File: config.mk
export PLATFORM = sky130hd
export DESIGN_NAME = psum_ofifo
export DESIGN_NICKNAME = d
export VERILOG_FILES = /design/src/rtl/psum_ofifo.sv
export SDC_FILE = /design/constraint.sdc
export NUM_CORES = 2
export LEC_CHECK = 0
export ABC_CLOCK_PERIOD_IN_PS = 12800
export BUFFER_PORTS_ARGS = -buffer_cell sky130_fd_sc_hd__clkbuf_2
export CAP_MARGIN = 30
export CORE_MARGIN = 5
export CORE_UTILIZATION = 53
export DETAILED_ROUTE_END_ITERATION = 6
export PLACE_DENSITY = 0.78
export SLEW_MARGIN = 40
export SYNTH_ARGS = -nofsm -noshare
export SYNTH_HDL_FRONTEND = slang
export SYNTH_HIERARCHICAL = 1
export SYNTH_SLANG_ARGS = --single-unit
File: constraint.sdc
create_clock -name clk -period 12.8 [get_ports clk]
set_input_delay 1.92 -clock clk [delete_from_list [all_inputs] [get_ports clk]]
set_output_delay 1.92 -clock clk [all_outputs]
set_load 0.02 [all_outputs]
File: src/rtl/psum_ofifo.sv
// Output-side psum collector: one FIFO lane per MAC column, written at skewed
// times, popped as a column-aligned row through a shared read pointer.

module psum_ofifo_lane #(
  parameter int bw    = 22,
  parameter int depth = 16
) (
  input  logic                   clk,
  input  logic                   reset,
  input  logic                   wr,
  input  logic                   pop,
  input  logic [bw-1:0]          din,
  input  logic [$clog2(depth):0] rptr,
  output logic [bw-1:0]          rdata,
  output logic                   empty,
  output logic                   full,
  output logic                   drop
);
  localparam int AW = $clog2(depth);
  localparam int PW = AW + 1;

  logic [PW-1:0] wptr;
  logic [bw-1:0] mem [depth];
  logic          push;

  assign empty = (wptr == rptr);
  assign full  = (wptr[AW-1:0] == rptr[AW-1:0]) && (wptr[AW] != rptr[AW]);
  // A full lane still accepts a write when the same edge pops a row and frees its slot.
  assign push  = wr & (~full | pop);
  assign drop  = wr & full & ~pop;
  assign rdata = mem[rptr[AW-1:0]];

  always_ff @(posedge clk) begin
    if (reset) wptr <= '0;
    else if (push) wptr <= wptr + PW'(1);
  end

  always_ff @(posedge clk) begin
    if (push && !reset) mem[wptr[AW-1:0]] <= din;
  end
endmodule

module psum_ofifo #(
  parameter int col     = 8,
  parameter int bw_psum = 22,
  parameter int depth   = 16
) (
  input  logic                   clk,
  input  logic                   reset,
  input  logic [col-1:0]         wr,
  input  logic [col*bw_psum-1:0] in,
  input  logic                   rd,
  output logic [col*bw_psum-1:0] out,
  output logic                   o_valid,
  output logic                   o_full,
  output logic                   o_ready,
  output logic                   overflow,
  output logic                   underflow
);
  localparam int AW = $clog2(depth);
  localparam int PW = AW + 1;

  logic [PW-1:0]                  rptr;
  logic [col-1:0][bw_psum-1:0]    din, rdata;
  logic [col-1:0]                 empty, full, drop;
  logic                           pop;

  assign din     = in;
  assign o_valid = ~|empty;
  assign o_full  = |full;
  assign o_ready = ~o_full;
  assign pop     = rd & o_valid;

  for (genvar i = 0; i < col; i++) begin : g_lane
    psum_ofifo_lane #(.bw(bw_psum), .depth(depth)) u_lane (
      .clk   (clk),
      .reset (reset),
      .wr    (wr[i]),
      .pop   (pop),
      .din   (din[i]),
      .rptr  (rptr),
      .rdata (rdata[i]),
      .empty (empty[i]),
      .full  (full[i]),
      .drop  (drop[i])
    );
  end

  always_ff @(posedge clk) begin
    if (reset) begin
      rptr      <= '0;
      out       <= '0;
      overflow  <= 1'b0;
      underflow <= 1'b0;
    end else begin
      if (pop) begin
        out  <= rdata;
        rptr <= rptr + PW'(1);
      end
      if (|drop)         overflow  <= 1'b1;
      if (rd && !o_valid) underflow <= 1'b1;
    end
  end
endmodule
==> flow_summary.yaml <==
die:
  die_x_um: 482
  design.die.area_um2: 232000
  initial_core_util_pct: 53.2
  row_count: 173
  ios: 368
  core_area_um2: 222000
  die_y_um: 482
final_layout:
  drive_above_1_share_pct: 33.0
  synthToLayoutAreaGrowth_pct: 14.0
  finalNonFillerCells: 9131
  num-nets-final: 6121
  n_fill_cell: 14858
drt:
  avgRoutedWirePerCell_um: 29.4
  final_antenna_net_count: 0
  vias: 56461
  drcViolationCount: 0
  wirelength_mm: 268
  first_iter_violations: 6472
  dr.pass1.iters: 5
  via_per_inst: 6.18
timing:
  slew_headroom_pct: 42.6
  fin_crit_sh_pct: 51.2
  tightestPinTransition_ns: 0.852
  final_hold_viol_count: 0
  period_minus_slack_ns: 6.55
  setup_viol: 0
  clock_skew_ns: 0.0762
  rsz0062_at_grt: "no"
  fmaxAchievable_mhz: 153
  slew_viol_final: 0
  fin_tns_setup_ns: 0
grt:
  grt_pass1_vias: 58226
  grt_util_all_layers_pct: 23.1
  grt_max_degree: 116
  antenna_found_initial: 38
  grt.overflow.total: 0
  grt_pass1_wl_mm: 396
yosys:
  ys.flop_type: "edfxtp_1"
  synthesis.area_um2: 118000
  async_flop_share_pct: 0
  synthCells: 5331
  yosys.area.top_type: "edfxtp_1"
  syn_area_per_cell_um2: 22.2
  synth_top_area_share_pct: 71.6
  ys_ff_latch: 3039
  syn_nets: 5551
  synth_edf_count: 2816
  yosysWarnings: 6
  synth.most_common_cell: "edfxtp_1"
  seq_area_frac_synth_pct: 75.4
  ys_types: 43
  synth.top_cells.by_count: "edfxtp_1, mux4_2, nand2b_1"
  synth.area.top_cells: "edfxtp_1, mux4_2, dfxtp_1"
power_and_ir_drop:
  p_leak_nw: 41.4
  p_per_area_nw_per_um2: 152
  ir_drop_v: 0.000122
clock_network:
  cts_root_buf: "clkbuf_16"
  cts_resized: 0
  cts_hold_buffers: 0
  clk-insertion-delay-late_ns: 0.94
  clock_sinks: 3039
  htreeDepth: 5
  numCtsBuffers: 317
  cts_buffer_depth: 4
  clk_pin_slew_worst_paths_ns: 0.06
  tritoncts: "built"
  post-cts-setup-buffer-count: 0
run:
  cap_violations: 0
run_status:
  status: "completed"
critical_path:
  critical_path.slowest_cell: "or4_1"
  path_cells: "buf_12, buf_6, xnor2_1, nand4_1, nor2_1, or4_1, nor2_1, clkbuf_2"
  r2r_setup_slack_ns: 7.11
  crit_type: "flop to primary output"
  crit_path_frequent_cell: "nor2_1"
  endpoint_kind: "primary output"
  worstPathArrival_ns: 4.63
  required_ns: 10.88
  cpPeakStageDelay_ns: 0.70
  worstSetupStartpointType: "flop"
  crit_path_max_fanout: 66
place:
  gp_congestion: 0.800
  hpwl_mm: 161
  numPortBuffers: 367
  dp.cells: 8554
min_path:
  min_path_type: "flop to flop"
==> report_power, final <==
group,internal (mW),leakage [nW],total (mW),switching [mW]
registers,10.9,27.2,10.9,0.0244
clock network,5.40,4.95,9.08,3.68
logic,0.124,9.28,0.431,0.306
==> worst max-delay path, delay by kind of cell (launching register included) <==
kind	cells	cell delay (ns)
simple gates	4	1.55
buf+inv	3	1.13
flops	1	0.68
xor+xnor	1	0.16
==> cell usage in the layout, fill, tap and decap left out, types with 7 or more instances in the layout <==
| cell | count |
|---|---|
| xnor2_1 | 36 |
| buf_6 | 27 |
| mux4_2 | 880 |
| a211o_1 | 7 |
| nand2_1 | 64 |
| diode_2 | 17 |
| nor2b_1 | 13 |
| nor2_1 | 72 |
| a21oi_1 | 19 |
| dfxtp_1 | 218 |
| o21ai_0 | 14 |
| clkbuf_1 | 68 |
| and4_1 | 14 |
| nand3_1 | 8 |
| bufinv_16 | 36 |
| nor4_1 | 10 |
| clkinvlp_4 | 14 |
| nand4_1 | 17 |
| nor4_2 | 36 |
| o311ai_0 | 14 |
| clkinv_1 | 47 |
| mux2_2 | 15 |
| clkinv_2 | 46 |
| xor2_1 | 11 |
| ha_1 | 33 |
| mux2i_1 | 178 |
| edfxtp_1 | 2816 |
| inv_1 | 49 |
| clkbuf_16 | 322 |
| o2111ai_1 | 7 |
| o31ai_1 | 9 |
| o211ai_1 | 7 |
| buf_4 | 151 |
| nand2b_1 | 361 |
| clkbuf_2 | 366 |
| nor3_2 | 85 |
| clkbuf_8 | 11 |
==> path summary, 6_finish.rpt <==
kind / from / endpoint / cells after the start
worst max-delay path: rptr[1] / o_valid / 8
worst min-delay path: underflow / underflow / 2
worst max register to register: rptr[1] / g_lane[7].u_lane/mem[5][9] / 13
worst min register to register: underflow / underflow / 2
==> state kept, by name (all words and copies together) (netlist names) <==
register	cells
rptr	5
underflow	1
g_lane.u_lane/wptr	40
overflow	1
out	176
g_lane.u_lane/mem	2816
==> metal layers <==
metal  track usage [%]  up-vias  wire, um
li1                  -    23318         -
met1              33.3    29661    104000
met2              36.2     3019    130000
met3              5.44      445     27100
met4              5.94       18      6800
met5                 0        -       115
==> final cells by class <==
type / count / area [um^2] / share of cell area, %
Multi-Input combinational cell: 1940 / 27900 / 20.7
Antenna cell: 17 / 42.5 / 0.0316
Timing Repair Buffer: 554 / 3490 / 2.59
Sequential cell: 3039 / 89000 / 66.2
Inverter: 49 / 184 / 0.137
Clock buffer: 401 / 8460 / 6.29
Tap cell: 2975 / 3720 / 2.77
Clock inverter: 156 / 1720 / 1.28
==> logic make-up (layout without fill, tap and decap cells) <==
kind of cell | after synthesis | in the layout | synth area share, %
multiplexers | 1077 | 1077 | 18.5
other | 0 | 17 | 0
buffers and inverters | 352 | 1160 | 1.58
XOR/XNOR | 47 | 47 | 0.349
AND/OR/NAND/NOR | 700 | 700 | 3.37
flip-flops | 3039 | 3039 | 75.4
adder cells (fa/ha/maj) | 33 | 33 | 0.350
AO/OA/AOI/OAI | 83 | 83 | 0.486
==> metrics by stage <==
stage	hold WS [ns]	setup slack, ns	cell area [um^2]	util, %	total power, mW
floorplan	0.499	7.00	118000	-	11.3
global placement	0.444	6.48	124000	55.9	11.5
detailed placement	0.448	6.91	124000	56.0	11.6
CTS	0.457	6.11	134000	60.5	20.6
global route	0.490	6.06	135000	60.6	21.1
finish	0.458	6.25	135000	60.6	20.4
No activity file was read; power rests on OpenSTA's default activity.
